==> config.mk <==
export PLATFORM = sky130hd
export DESIGN_NAME = pe_inject_router
export DESIGN_NICKNAME = d
export VERILOG_FILES = /design/src/rtl/noc_pkg.sv /design/src/rtl/flit_fifo.sv /design/src/rtl/pe_inject_router.sv
export SDC_FILE = /design/constraint.sdc
export NUM_CORES = 1
export LEC_CHECK = 0
export ABC_CLOCK_PERIOD_IN_PS = 6100
export CELL_PAD_IN_SITES_DETAIL_PLACEMENT = 0
export CELL_PAD_IN_SITES_GLOBAL_PLACEMENT = 2
export CORE_MARGIN = 2
export CORE_UTILIZATION = 23
export CTS_CLUSTER_SIZE = 12
export DETAILED_ROUTE_END_ITERATION = 10
export GPL_TIMING_DRIVEN = 0
export PLACE_DENSITY_LB_ADDON = 0.15
export SKIP_LAST_GASP = 1
export SLEW_MARGIN = 0
export SYNTH_ARGS = -nofsm -noshare
export SYNTH_HDL_FRONTEND = slang
export SYNTH_SLANG_ARGS = --single-unit
==> constraint.sdc <==
create_clock -name clk -period 6.1 [get_ports clk]
set_input_delay 1.22 -clock clk [delete_from_list [all_inputs] [get_ports clk]]
set_output_delay 1.22 -clock clk [all_outputs]
set_load 0.1 [all_outputs]
==> src/rtl/noc_pkg.sv <==
// Shared NoC constants: flit-type, gate and handshake codes, header field offsets
// and the injection FSM state type.
package noc_pkg;

    localparam logic [1:0] FT_HEAD  = 2'b11;
    localparam logic [1:0] FT_BODY  = 2'b10;
    localparam logic [1:0] FT_TAIL  = 2'b00;
    localparam logic [1:0] FT_HSRET = 2'b01;

    localparam logic [2:0] GATE_N  = 3'b000;
    localparam logic [2:0] GATE_E  = 3'b001;
    localparam logic [2:0] GATE_S  = 3'b010;
    localparam logic [2:0] GATE_W  = 3'b011;
    localparam logic [2:0] GATE_PE = 3'b100;

    localparam logic [1:0] HS_DATA = 2'd0;
    localparam logic [1:0] HS_SEND = 2'd1;
    localparam logic [1:0] HS_RET  = 2'd2;

    // Offsets are counted down from the flit MSB (bit index = FLIT_W - offset).
    localparam int HDR_TYPE_OFS  = 1;
    localparam int HDR_SRC_OFS   = 3;
    localparam int HDR_MULTI_OFS = 11;

    typedef enum logic [1:0] {
        ST_IDLE = 2'd0,
        ST_REQ  = 2'd1,
        ST_SEND = 2'd2
    } inj_state_e;

endpackage

==> src/rtl/flit_fifo.sv <==
// Synchronous FIFO with combinational head output and registered occupancy count;
// full is derived from the registered count, so a pop never frees a slot in the same cycle.
module flit_fifo #(
    parameter int W     = 32,
    parameter int DEPTH = 4
) (
    input  logic         clk,
    input  logic         rst,
    input  logic         push_i,
    input  logic         pop_i,
    input  logic [W-1:0] data_i,
    output logic [W-1:0] head_o,
    output logic         full_o,
    output logic         empty_o
);

    localparam int PTR_W = $clog2(DEPTH);
    localparam int CNT_W = PTR_W + 1;

    logic [W-1:0]     mem_q [DEPTH];
    logic [PTR_W-1:0] wr_ptr_q;
    logic [PTR_W-1:0] rd_ptr_q;
    logic [CNT_W-1:0] count_q;
    logic             push_ok_s;
    logic             pop_ok_s;

    assign full_o    = (count_q == CNT_W'(DEPTH));
    assign empty_o   = (count_q == {CNT_W{1'b0}});
    assign push_ok_s = push_i & ~full_o;
    assign pop_ok_s  = pop_i & ~empty_o;
    assign head_o    = mem_q[rd_ptr_q];

    // Storage array; flushed logically by the pointer reset.
    always_ff @(posedge clk) begin
        if (push_ok_s) begin
            mem_q[wr_ptr_q] <= data_i;
        end
    end

    // Pointers wrap modulo DEPTH because DEPTH is a power of two.
    always_ff @(posedge clk) begin
        if (rst) begin
            wr_ptr_q <= {PTR_W{1'b0}};
            rd_ptr_q <= {PTR_W{1'b0}};
            count_q  <= {CNT_W{1'b0}};
        end else begin
            if (push_ok_s) begin
                wr_ptr_q <= wr_ptr_q + PTR_W'(1);
            end
            if (pop_ok_s) begin
                rd_ptr_q <= rd_ptr_q + PTR_W'(1);
            end
            case ({push_ok_s, pop_ok_s})
                2'b10:   count_q <= count_q + CNT_W'(1);
                2'b01:   count_q <= count_q - CNT_W'(1);
                default: count_q <= count_q;
            endcase
        end
    end

endmodule

==> src/rtl/pe_inject_router.sv <==
// PE-to-switch injection stage: FIFO buffering, XY route decode and wormhole send FSM.
// Optional drop statistics are enabled by defining PE_INJECT_STATS_EN.
module pe_inject_router
    import noc_pkg::*;
#(
    parameter int                   FLIT_W  = 32,
    parameter int                   COORD_W = 2,
    parameter logic [2*COORD_W-1:0] ADDR    = {(2*COORD_W){1'b0}},
    parameter int                   DEPTH   = 4
) (
    input  logic                 clk,
    input  logic                 rst,
    input  logic                 in_valid,
    input  logic [FLIT_W-1:0]    in_flit,
    output logic                 in_ready,
    input  logic                 grant,
    output logic                 req,
    output logic                 out_valid,
    output logic [FLIT_W-1:0]    flit_out,
    output logic [2*COORD_W-1:0] source,
    output logic [2:0]           gate,
    output logic                 start,
    output logic [1:0]           handshake_check
`ifdef PE_INJECT_STATS_EN
    ,
    output logic [15:0]          drop_cnt
`endif
);

    localparam int DX_MSB = FLIT_W - HDR_SRC_OFS - 2*COORD_W;
    localparam int DY_MSB = DX_MSB - COORD_W;
    localparam logic [COORD_W-1:0] MY_X = ADDR[2*COORD_W-1:COORD_W];
    localparam logic [COORD_W-1:0] MY_Y = ADDR[COORD_W-1:0];

    logic [FLIT_W-1:0]    head_s;
    logic                 full_s;
    logic                 empty_s;
    logic                 pop_s;
    logic [1:0]           head_type_s;
    logic                 head_multi_s;
    logic                 head_stray_s;
    logic [2*COORD_W-1:0] head_src_s;
    logic [COORD_W-1:0]   dst_x_s;
    logic [COORD_W-1:0]   dst_y_s;
    logic [2:0]           route_gate_s;

    inj_state_e           state_q,     state_d;
    logic                 req_q,       req_d;
    logic                 out_valid_q, out_valid_d;
    logic [FLIT_W-1:0]    flit_out_q,  flit_out_d;
    logic [2*COORD_W-1:0] source_q,    source_d;
    logic [2:0]           gate_q,      gate_d;
    logic                 start_q,     start_d;
    logic [1:0]           hs_q,        hs_d;
    logic                 single_q,    single_d;

    flit_fifo #(
        .W     (FLIT_W),
        .DEPTH (DEPTH)
    ) u_fifo (
        .clk     (clk),
        .rst     (rst),
        .push_i  (in_valid),
        .pop_i   (pop_s),
        .data_i  (in_flit),
        .head_o  (head_s),
        .full_o  (full_s),
        .empty_o (empty_s)
    );

    assign in_ready     = ~full_s;
    assign head_type_s  = head_s[FLIT_W-HDR_TYPE_OFS -: 2];
    assign head_multi_s = head_s[FLIT_W-HDR_MULTI_OFS];
    assign head_src_s   = head_s[FLIT_W-HDR_SRC_OFS -: 2*COORD_W];
    assign dst_x_s      = head_s[DX_MSB -: COORD_W];
    assign dst_y_s      = head_s[DY_MSB -: COORD_W];
    assign head_stray_s = (head_type_s == FT_BODY) || (head_type_s == FT_TAIL);

    // XY routing: resolve X first, then Y, otherwise deliver locally.
    always_comb begin
        route_gate_s = GATE_PE;
        if (dst_x_s > MY_X) begin
            route_gate_s = GATE_E;
        end else if (dst_x_s < MY_X) begin
            route_gate_s = GATE_W;
        end else if (dst_y_s > MY_Y) begin
            route_gate_s = GATE_N;
        end else if (dst_y_s < MY_Y) begin
            route_gate_s = GATE_S;
        end else begin
            route_gate_s = GATE_PE;
        end
    end

    // Next-state and registered-output logic of the injection FSM.
    always_comb begin
        state_d     = state_q;
        pop_s       = 1'b0;
        out_valid_d = 1'b0;
        flit_out_d  = {FLIT_W{1'b0}};
        source_d    = source_q;
        gate_d      = gate_q;
        start_d     = start_q;
        hs_d        = hs_q;
        single_d    = single_q;
        case (state_q)
            ST_IDLE: begin
                if (empty_s) begin
                    state_d = ST_IDLE;
                end else if (head_stray_s) begin
                    pop_s = 1'b1;
                end else begin
                    gate_d   = route_gate_s;
                    source_d = head_src_s;
                    state_d  = ST_REQ;
                    if (head_type_s == FT_HSRET) begin
                        single_d = 1'b1;
                        start_d  = 1'b0;
                        hs_d     = HS_RET;
                    end else if (!head_multi_s) begin
                        single_d = 1'b1;
                        start_d  = 1'b1;
                        hs_d     = HS_SEND;
                    end else begin
                        single_d = 1'b0;
                        hs_d     = HS_DATA;
                    end
                end
            end
            ST_REQ: begin
                if (grant) begin
                    out_valid_d = 1'b1;
                    flit_out_d  = head_s;
                    pop_s       = 1'b1;
                    state_d     = single_q ? ST_IDLE : ST_SEND;
                end else begin
                    state_d = ST_REQ;
                end
            end
            ST_SEND: begin
                // A stall (no grant or no data) simply holds; the head stays in the FIFO.
                if (grant && !empty_s) begin
                    out_valid_d = 1'b1;
                    flit_out_d  = head_s;
                    pop_s       = 1'b1;
                    state_d     = (head_type_s == FT_TAIL) ? ST_IDLE : ST_SEND;
                end else begin
                    state_d = ST_SEND;
                end
            end
            default: begin
                state_d = ST_IDLE;
            end
        endcase
        req_d = (state_d != ST_IDLE);
    end

    // FSM state and output registers.
    always_ff @(posedge clk) begin
        if (rst) begin
            state_q     <= ST_IDLE;
            req_q       <= 1'b0;
            out_valid_q <= 1'b0;
            flit_out_q  <= {FLIT_W{1'b0}};
            source_q    <= {(2*COORD_W){1'b0}};
            gate_q      <= 3'b000;
            start_q     <= 1'b0;
            hs_q        <= 2'b00;
            single_q    <= 1'b0;
        end else begin
            state_q     <= state_d;
            req_q       <= req_d;
            out_valid_q <= out_valid_d;
            flit_out_q  <= flit_out_d;
            source_q    <= source_d;
            gate_q      <= gate_d;
            start_q     <= start_d;
            hs_q        <= hs_d;
            single_q    <= single_d;
        end
    end

    assign req             = req_q;
    assign out_valid       = out_valid_q;
    assign flit_out        = flit_out_q;
    assign source          = source_q;
    assign gate            = gate_q;
    assign start           = start_q;
    assign handshake_check = hs_q;

`ifdef PE_INJECT_STATS_EN
    logic        drop_s;
    logic [15:0] drop_cnt_q;

    assign drop_s   = (state_q == ST_IDLE) && !empty_s && head_stray_s;
    assign drop_cnt = drop_cnt_q;

    // Saturating count of stray flits discarded while idle.
    always_ff @(posedge clk) begin
        if (rst) begin
            drop_cnt_q <= 16'h0000;
        end else if (drop_s && (drop_cnt_q != 16'hFFFF)) begin
            drop_cnt_q <= drop_cnt_q + 16'h0001;
        end else begin
            drop_cnt_q <= drop_cnt_q;
        end
    end
`endif

endmodule

==> results of run 1 <==
==> layer usage <==
metal  global-route usage  vias to the layer above  routed length (um)
li1                     -                     1590                   -
met1               0.1264                     1729                6600
met2               0.1668                       81                6980
met3              0.02858                       12                 757
met4              0.03390                        2                 164
met5                    0                        -                  12
==> cells in the mapped netlist, drive strengths merged <==
| cell type | n |
|---|---|
| buf | 6 |
| a311oi | 1 |
| xor2 | 2 |
| a211oi | 2 |
| dfxtp | 55 |
| nand3 | 3 |
| or2 | 1 |
| nor4b | 1 |
| o211ai | 1 |
| nor2 | 17 |
| fa | 1 |
| conb | 1 |
| a31oi | 1 |
| nor3 | 2 |
| and2 | 1 |
| nand3b | 1 |
| o211a | 1 |
| inv | 15 |
| and3 | 5 |
| mux4 | 32 |
| or3b | 1 |
| edfxtp | 128 |
| xnor2 | 1 |
| ha | 9 |
| o221a | 1 |
| nand2b | 2 |
| nor2b | 29 |
| o31ai | 1 |
| or4 | 2 |
| a21oi | 14 |
| clkbuf | 8 |
| or3 | 3 |
| and3b | 1 |
| nand2 | 14 |
| o21ai | 4 |
==> worst paths after layout <==
kind	start	to	slack, ps	cells after the start
max	u_fifo.count_q[0]$_SDFFE_PP0P_	in_ready	2630	2
min reg2reg	source[3]$_SDFFE_PP0P_	source[3]$_SDFFE_PP0P_	460	2
min	source[3]$_SDFFE_PP0P_	source[3]$_SDFFE_PP0P_	460	2
max reg2reg	register	u_fifo.count_q[2]$_SDFFE_PP0P_	3250	10
==> cell families (layout without fill, tap and decap cells) <==
group,Yosys count,in the layout,share of synthesized area
simple gates,83,83,0.06801
mux,32,32,0.1103
other cells,1,2,0.0005710
xor+xnor,3,3,0.004001
compound gates,26,26,0.02515
buf+inv,29,143,0.01886
flops,183,183,0.7529
fa+ha+maj,10,10,0.02019
==> worst min-delay path, delay by kind of cell, from the launching register on <==
family / cells / cell delay [ps]
flops: 1 / 310
simple gates: 1 / 50
compound gates: 1 / 50
==> sequential cells by signal (all words and copies together), names as in the netlist, 2 cells and up, named ones only <==
signal / cells
u_fifo.count_q: 3
source: 4
u_fifo.wr_ptr_q: 2
gate: 2
u_fifo.rd_ptr_q: 2
handshake_check: 2
state_q: 2
flit_out: 32
u_fifo.mem_q: 128
==> where the power goes <==
| part | internal [mW] | switching, mW |
|---|---|---|
| registers | 1.48 | 0.0531 |
| logic | 0.391 | 0.606 |
| clock network | 0.567 | 0.472 |
| total | 2.44 | 1.13 |
==> cell type report <==
| class | count | area, sq um |
|---|---|---|
| multi-input combinational | 155 | 1504 |
| clock buffer | 18 | 429.2 |
| fill | 2817 | 19460 |
| buffer | 14 | 67.56 |
| clock inverter | 13 | 122.6 |
| tap | 378 | 473.0 |
| sequential | 183 | 4945 |
| timing repair buffer | 83 | 870.8 |
| inverter | 15 | 56.30 |
| antenna | 1 | 2.502 |
==> metrics by stage <==
stage | std cells | power (mW) | hold slack, ps | setup WS [ps]
6_report | 860 | 3.574 | 459.8 | 2634
5_1_grt | 859 | 3.775 | 489.8 | 2540
4_1_cts | 859 | 3.636 | 464.7 | 2592
3_5_place_dp | 828 | 2.589 | 454.5 | 2451
3_3_place_gp | 824 | 2.562 | 447.1 | 2224
2_1_floorplan | 367 | 2.299 | 452.9 | 3171
==> results.md, run 1 <==
- P_leak: approximately 2.7 nW
- Dpl cell area: 7916 sq um
- Crit-path cells: or3b_1 -> clkdlybuf4s50_1
- Clock skew: approximately 9.6 ps
- Clk Latency, worst-skew pair: 420 ps
- Core Area: between 20,000 and 30,000 sq um
- Status: finished, final reports clean
- Slew HR: 0.3426
- Worst Path Required: approximately 4900 ps
- Post-route ant nets: 0
- Yosys warnings: 0
- Final WL: approximately 15 mm
- First-pass GRT wire length: ~22 mm
- Post-synth cell types: 39
- CTS H-tree lvls: 4
- Inserted Clock Buffers: 17
- Most common cell after layout, fill and taps aside: edfxtp_1
- GP Congestion: 0.6712
- Worst-Margin Slew: between 900 and 1000 ps
- NumNets Final: between 500 and 600
- Vias: around 3,400
- Clock sinks: about 180
- Setup Buffers After CTS: 0
- Crit path capture type: primary output
- Die height: 173.0 um
- Clock-pin slew on the worst setup and hold paths: roughly 70 ps
- GRT overflow: 0
- Routed vias/inst: approximately 4
- Layout Area Growth over Synthesis: 28.98%
- Number of global-route vias before repair: 3,686
- GRT Util Overall: 0.1007
- Cell Pwr Density: 421.9 nW/um^2
- CTS tree: built
- Top delay family on crit path: buffers and inverters
- Register area share after synthesis: 0.7529
- Slowest cell on crit path: clkdlybuf4s50_1
- Synth Net Count: between 400 and 500
- Setup_tns: 0 ps
- Most frequent cells in the layout: edfxtp_1, clkdlybuf4s50_1, dfxtp_1, mux4_2, nor2b_1
- Iteration count of the initial detailed-routing pass: 4
- Min cycle time layout: between 3000 and 4000 ps
- Kind of critical path: reg2out
- I/O Pins: slightly above 80
- 1st-iter DRT viols: about 220
- Final Cycle Share: 0.5682
- CP Data Arrival Time: roughly 2300 ps
- Clock root buffer: clkbuf_16
- Max-cap violations: 0
- Hpwl dp: roughly 9.4 mm
- Hold_buf cts: 0
- Final Util: 0.3032
- Startpoint types: register
- Yosys top cell area share: 0.5853
- Post-route cell area: approximately 8500 sq um
- Cell Rows: 61
- Gate Count Post-Synth: between 300 and 400
- Min-Delay Path Class: reg2reg
- Die W: about 170 um
- Synth top area cells: edfxtp_1, dfxtp_1, mux4_2
- Die ar.: between 20,000 and 30,000 sq um
- Largest net degree at the start of global routing: 27
- Synth area leader: edfxtp_1
- Initial Util: 0.2351
- FF+latch count, synth: 183
- DRC: 0
- Setup violations, final: 0
- Initial antenna violation count: 1
- Resized cells post-CTS: 0
- RSZ-0062 raised after global routing: false
- Layout cells sized above 1: 0.1559
- CP Max Fanout: 6
- Syn Area/Cell: 17.90 sq um
- Longest Clk Path Bufs: 2
- Achievable Freq: about 290 MHz
- IR drop worst, VDD: between 0.15 and 0.2 mV
- CP bufs+invs: 1
- Mapped cell area: about 6600 sq um
- Max Transition Viols Final: 0
- Hold Fails Final Rpt: 0
- PortBufs: between 70 and 80
- CP max stage delay: 1010 ps
- Wire per inst: roughly 17 um
No activity file was read; power rests on OpenSTA's default activity.
==> run 2: changes to the inputs <==
Settings changed: ABC_CLOCK_PERIOD_IN_PS 6100 to 2910.
Clock period 6.1 ns to 2.91 ns, I/O delays scaled along.
==> results.md, run 2 (synthesis results as in run 1) <==
- CP Max Fanout: 5 (was 6)
- Crit-path cells: buf_6 -> mux4_2 -> o221a_4 -> nor2_2 -> ha_2 -> inv_1 -> fa_1 -> xor2_1 -> or3_1 -> a21oi_1 (was or3b_1 -> clkdlybuf4s50_1)
- Post-route cell area: 8483 sq um (was 8471 sq um)
- Non-filler cells, final: 860 (unchanged)
- Routed vias/inst: 3.980 (was 3.970)
- Worst-Margin Slew: 983.0 ps (unchanged)
- Fillers: 2,813 (was 2,817)
- Hold_sp: source[3]$_SDFFE_PP0P_ (unchanged)
- Initial antenna violation count: 1 (unchanged)
- GRT overflow: 0 (unchanged)
- Top delay family on crit path: adder cells (was buffers and inverters)
- NumNets Final: 516 (was 515)
- FF+latch area: 4945 sq um (unchanged)
- Final WL: 14.54 mm (was 14.52 mm)
- CP Data Arrival Time: 3080 ps (was 2250 ps)
- Min Hold Slack: 459.8 ps (about the same)
- Startpoint types: register (unchanged)
- Layout Area Growth over Synthesis: 29.17% (was 28.98%)
- Core Area: 27,930 sq um (unchanged)
- CP bufs+invs: 2 (was 1)
- Reg2reg end: u_fifo.count_q[2]$_SDFFE_PP0P_ (unchanged)
- Clock sinks: 183 (unchanged)
- Hpwl dp: 9.410 mm (unchanged)
- Achievable Freq: 365.6 MHz
- WHS Endpoint: source[3]$_SDFFE_PP0P_ (unchanged)
- Area of the multi-input gates: 1509 sq um (was 1504 sq um)
- Die ar.: 29,920 sq um (unchanged)
- Setup ws final: 174.5 ps (was 2634 ps)
- Worst Path Required: 3260 ps (was 4880 ps)
- CTS tree: built (unchanged)
- Setup violations, final: 0 (unchanged)
- Wire per inst: 16.91 um (was 16.88 um)
- Clock-pin slew on the worst setup and hold paths: 70 ps (about the same)
- Max reg flops: 128 (unchanged)
- Dpl cell area: 7916 sq um (unchanged)
- IR drop worst, VDD: 0.3250 mV (was 0.1551 mV)
- Clock root buffer: clkbuf_16 (unchanged)
- Int Pwr: 5.134 mW (was 2.443 mW)
- Cell Rows: 61 (unchanged)
- Most frequent cells in the layout: edfxtp_1, clkdlybuf4s50_1, dfxtp_1, mux4_2, nor2b_1 (unchanged)
- CTS H-tree lvls: 4 (unchanged)
- CP max stage delay: 550 ps (was 1010 ps)
- Hold Fails Final Rpt: 0 (unchanged)
- Hold_buf cts: 0 (unchanged)
- Max-cap violations: 0 (unchanged)
- 1st-iter DRT viols: 226 (was 218)
- Die W: 173.0 um (unchanged)
- Net Sw Frac: 0.3168 (was 0.3165)
- Register-to-Register Path Depth: 10 (unchanged)
- GP Congestion: 0.6712 (unchanged)
- Kind of critical path: reg2reg (was reg2out)
- Combinational Power Share: 0.281 (was 0.279)
- Slew HR: 0.3426 (unchanged)
- Cell Pwr Density: 885.7 nW/um^2 (was 421.9 nW/um^2)
- Clock skew: 8.649 ps (was 9.552 ps)
- Layout cells sized above 1: 0.1618 (was 0.1559)
- PortBufs: 79 (unchanged)
- Post-route ant nets: 0 (unchanged)
- Inserted Clock Buffers: 17 (unchanged)
- Longest Clk Path Bufs: 2 (unchanged)
- Max Transition Viols Final: 0 (unchanged)
- Status: finished, final reports clean (unchanged)
- P_leak: 2.750 nW (was 2.747 nW)
- Final Cycle Share: 0.9400
- Iteration count of the initial detailed-routing pass: 4 (unchanged)
- Clk pwr share: 0.290 (was 0.291)
- I/O Pins: 81 (unchanged)
- Number of global-route vias before repair: 3,686 (unchanged)
- Largest net degree at the start of global routing: 27 (unchanged)
- Hold depth: 2 (unchanged)
- Die height: 173.0 um (unchanged)
- DRC: 0 (unchanged)
- GRT Util Overall: 0.1007 (unchanged)
- Slowest cell on crit path: mux4_2 (was clkdlybuf4s50_1)
- Flop pwr share: 0.429 (was 0.430)
- Crit path capture type: register (was primary output)
- First-pass GRT wire length: 22.18 mm (unchanged)
- Most flops, register: u_fifo.mem_q (unchanged)
- Vias: 3,423 (was 3,414)
- Net Sw Power: 2.380 mW (was 1.131 mW)
- Diodes inserted: 0 (was 1)
- Placed cell count: 828 (unchanged)
- Most common cell after layout, fill and taps aside: edfxtp_1 (unchanged)
- Min cycle time layout: ~2700 ps
- Initial Util: 0.2351 (unchanged)
- Min-Delay Path Class: reg2reg (unchanged)
- Worst slack, placed: -101.0 ps (was 2451 ps)
- Clk Latency, worst-skew pair: 420 ps (about the same)
- RSZ-0062 raised after global routing: false (unchanged)
- Flop2flop setup slack: 170 ps (was 3250 ps)
[run 2: repair_timing]
action                                  in CTS  in global routing
hold endpoints to repair                     0                  0
gates resized for setup                      0                  3
endpoints found under the setup margin       0                  2
buffers inserted                             0                  1
[run 2: per-layer routing]
| metal | vias up | share of wire | GRT usage |
|---|---|---|---|
| met5 | - | 0.00083 | 0 |
| met4 | 2 | 0.011 | 0.03390 |
| met1 | 1738 | 0.46 | 0.1264 |
| li1 | 1592 | - | - |
| met3 | 11 | 0.044 | 0.02858 |
| met2 | 80 | 0.48 | 0.1668 |
[run 2: area by class of cell]
class                   count  share of cell area
clock inverters            13             0.01445
inverters                  15            0.006637
flip-flops and latches    183              0.5829
plain buffers              14            0.007965
clock buffers              18             0.05059
well taps                 378             0.05575
repair buffers             84              0.1038
multi-input cells         155              0.1779
[run 2: worst min-delay path, stage by stage (launching register included)]
cell and delay [ps]:
dfxtp_1 310, nand2_1 50, a21oi_1 50
[run 2: worst max path at each step]
stage	from	endpoint	slack, ps	depth (start not counted)
final	register	u_fifo.count_q[2]$_SDFFE_PP0P_	170	10
after global routing	register	u_fifo.count_q[2]$_SDFFE_PP0P_	20	10
after CTS	register	u_fifo.count_q[2]$_SDFFE_PP0P_	20	10
after detailed placement	grant	u_fifo.count_q[2]$_SDFFE_PP0P_	-100	10
after global placement	in_valid	u_fifo.mem_q[2][26]$_DFFE_PP_	-330	2
after floorplan	u_fifo.count_q[0]$_SDFFE_PP0P_	u_fifo.count_q[2]$_SDFFE_PP0P_	50	9
[run 2: power by group through the flow]
stage               sequential (mW)  clock (mW)  combinational [mW]
floorplan                      3.66           0                1.16
global placement               3.29           0                2.08
detailed placement             3.29           0                2.14
CTS                            3.23        2.25                2.15
global route                   3.26        2.37                2.31
finish                         3.22        2.18                2.11
[run 2: metrics by stage]
stage,TNS (ps),util,power (mW)
2_1_floorplan,0,-,4.818
3_3_place_gp,-38130,0.2803,5.371
3_5_place_dp,-101.0,0.2834,5.427
4_1_cts,0,0.3031,7.622
5_1_grt,0,0.3037,7.934
6_report,0,0.3037,7.514
==> run 3: changes to the inputs <==
Settings changed: ABC_CLOCK_PERIOD_IN_PS 2910 to 2200, CORE_MARGIN 2 to 4, GPL_TIMING_DRIVEN 0 to default.
Clock period 2.91 ns to 2.2 ns, I/O delays scaled along.
==> results.md, run 3 (synthesis results as in run 1) <==
- Status: complete, but fails checks (was finished, final reports clean)
- Failing checks: negative setup slack
- FF+latch area: 4947 sq um (was 4945 sq um)
- Startpoint types: register (unchanged)
- 1st-iter DRT viols: 92 (was 226)
- Max reg flops: 128 (unchanged)
- Clock root buffer: clkbuf_16 (unchanged)
- Max Transition Viols Final: 0 (unchanged)
- Setup ws final: -171.4 ps (was 174.5 ps)
- Wire per inst: 16.39 um (was 16.91 um)
- First-pass GRT wire length: 22.08 mm (was 22.18 mm)
- Combinational Power Share: 0.292 (was 0.281)
- Placed cell count: 834 (was 828)
- Die height: 177.0 um (was 173.0 um)
- Number of global-route vias before repair: 3,760 (was 3,686)
- Max-cap violations: 0 (unchanged)
- Final WL: 14.22 mm (was 14.54 mm)
- Clk Latency, worst-skew pair: 430 ps (was 420 ps)
- Area of the multi-input gates: 1529 sq um (was 1509 sq um)
- Clk pwr share: 0.294 (was 0.290)
- Fillers: 2,783 (was 2,813)
- Hold Fails Final Rpt: 0 (unchanged)
- Post-route ant nets: 0 (unchanged)
- Most common cell after layout, fill and taps aside: edfxtp_1 (unchanged)
- Diodes inserted: 0 (unchanged)
- Initial antenna violation count: 2 (was 1)
- Vias: 3,408 (was 3,423)
- Worst-Margin Slew: 514.5 ps (was 983.0 ps)
- I/O Pins: 81 (unchanged)
- Iteration count of the initial detailed-routing pass: 4 (unchanged)
- Non-filler cells, final: 868 (was 860)
- IR drop worst, VDD: 0.4564 mV (was 0.3250 mV)
- Int Pwr: 7.005 mW (was 5.134 mW)
- Largest net degree at the start of global routing: 33 (was 27)
- Inserted Clock Buffers: 17 (unchanged)
- Net Sw Power: 3.284 mW (was 2.380 mW)
- Clock-pin slew on the worst setup and hold paths: 80 ps (was 70 ps)
- Slew HR: 0.6570 (was 0.3426)
- CTS H-tree lvls: 4 (unchanged)
- Setup violations, final: 2 (was 0)
- Flop pwr share: 0.414 (was 0.429)
- Most frequent cells in the layout: edfxtp_1, buf_4, dfxtp_1, clkdlybuf4s50_1, mux4_2 (was edfxtp_1, clkdlybuf4s50_1, dfxtp_1, mux4_2, nor2b_1)
- GRT Util Overall: 0.09575 (was 0.1007)
- DRC: 0 (unchanged)
- Cell Rows: 61 (unchanged)
- Clock skew: 15.17 ps (was 8.649 ps)
- Achievable Freq: 421.7 MHz (was 365.6 MHz)
- Die ar.: 31,320 sq um (was 29,920 sq um)
- CP Max Fanout: 2 (was 5)
- Hpwl dp: 8.524 mm (was 9.410 mm)
- Kind of critical path: reg2reg (unchanged)
- GP Congestion: 0.7085 (was 0.6712)
- PortBufs: 79 (unchanged)
- Most flops, register: u_fifo.mem_q (unchanged)
- Crit path capture type: register (unchanged)
- Longest Clk Path Bufs: 2 (unchanged)
- Clock sinks: 183 (unchanged)
- Final Util: 0.3053 (was 0.3037)
- Die W: 177.0 um (was 173.0 um)
- Cell Pwr Density: 1203 nW/um^2 (was 885.7 nW/um^2)
- GRT overflow: 0 (unchanged)
- Core Area: 28,010 sq um (was 27,930 sq um)
- Final Cycle Share: 1.078 (was 0.9400)
- Min-Delay Path Class: reg2reg (unchanged)
- Routed vias/inst: 3.926 (was 3.980)
- CP Data Arrival Time: 2740 ps (was 3080 ps)
- Net Sw Frac: 0.3192 (was 0.3168)
- Layout cells sized above 1: 0.2939 (was 0.1618)
- CTS tree: built (unchanged)
- P_leak: 2.940 nW (was 2.750 nW)
- NumNets Final: 523 (was 516)
- Layout Area Growth over Synthesis: 30.22% (was 29.17%)
- RSZ-0062 raised after global routing: true (was false)
- Worst Path Required: 2570 ps (was 3260 ps)
- Initial Util: 0.2345 (was 0.2351)
- Min cycle time layout: 2371 ps (was 2735 ps)
-- run 3: cell count changes in the layout (fill, tap and decap cells not counted), moves of 2 or more --
| cell | before | now |
|---|---|---|
| inv_8 | 1 | 4 |
| buf_4 | 2 | 63 |
| dfxtp_2 | 0 | 2 |
| clkbuf_1 | 9 | 1 |
| dfxtp_1 | 55 | 53 |
| clkinv_8 | 0 | 2 |
| clkdlybuf4s50_1 | 78 | 35 |
| buf_2 | 3 | 0 |
| buf_12 | 4 | 6 |
-- run 3: stage by stage --
step	instance area (sq um)	TNS [ps]	total power, mW	worst slack, ps	hold slack, ps
floorplan	6576	-391.5	6.393	-261.1	452.9
global placement	7924	-718.7	7.304	-415.1	443.6
detailed placement	7924	-712.0	7.331	-404.1	451.2
CTS	8526	-244.6	10.44	-196.1	460.9
global route	8552	-476.9	10.88	-283.0	489.4
finish	8552	-184.1	10.29	-171.4	456.6
-- run 3: per-layer routing --
| layer | vias to the layer above | wire, um | global-route usage |
|---|---|---|---|
| met4 | 4 | 136 | 0.02837 |
| li1 | 1597 | - | - |
| met2 | 70 | 7109 | 0.1580 |
| met3 | 13 | 648 | 0.03226 |
| met5 | - | 18 | 0 |
| met1 | 1724 | 6310 | 0.1199 |
-- run 3: power groups by stage --
stage                     clock [mW]  combinational (mW)  sequential, mW
after floorplan                    0                1.55            4.84
after global placement             0                2.97            4.33
after detailed placement           0                2.99            4.35
after CTS                       3.15                3.02            4.27
after global routing            3.28                3.29            4.31
final                           3.03                3.00            4.26
-- run 3: worst paths after layout --
check	depth (start not counted)	slack, ps	end	start
max	9	-170	u_fifo.count_q[2]$_SDFFE_PP0P_	register
min	2	460	source[2]$_SDFFE_PP0P_	source[2]$_SDFFE_PP0P_
max reg2reg	9	-170	u_fifo.count_q[2]$_SDFFE_PP0P_	register
min reg2reg	2	460	source[2]$_SDFFE_PP0P_	source[2]$_SDFFE_PP0P_
-- run 3: timing repair --
| item | 4_1_cts | 5_1_grt |
|---|---|---|
| gates resized for setup | 2 | 3 |
| pin swaps | 1 | 0 |
| endpoints found under the setup margin | 4 | 4 |
| buffers inserted | 1 | 2 |
| cloned | 0 | 0 |
| hold buffers | 0 | 0 |
-- run 3: cell type report --
| cell class | instances | share of cell area |
|---|---|---|
| clock inverter | 14 | 0.01858 |
| sequential | 183 | 0.5785 |
| timing repair buffer | 105 | 0.1121 |
| multi-input combinational | 155 | 0.1788 |
| tap | 378 | 0.05530 |
| clock buffer | 18 | 0.05018 |
| inverter | 15 | 0.006584 |
-- run 3: critical path: stages (launching register included) --
cell	delay, ps
dfxtp_2	340
mux4_2	530
o221a_4	250
nor2_4	100
ha_4	140
inv_2	30
fa_2	330
xor2_1	160
or3_1	300
a21oi_1	120
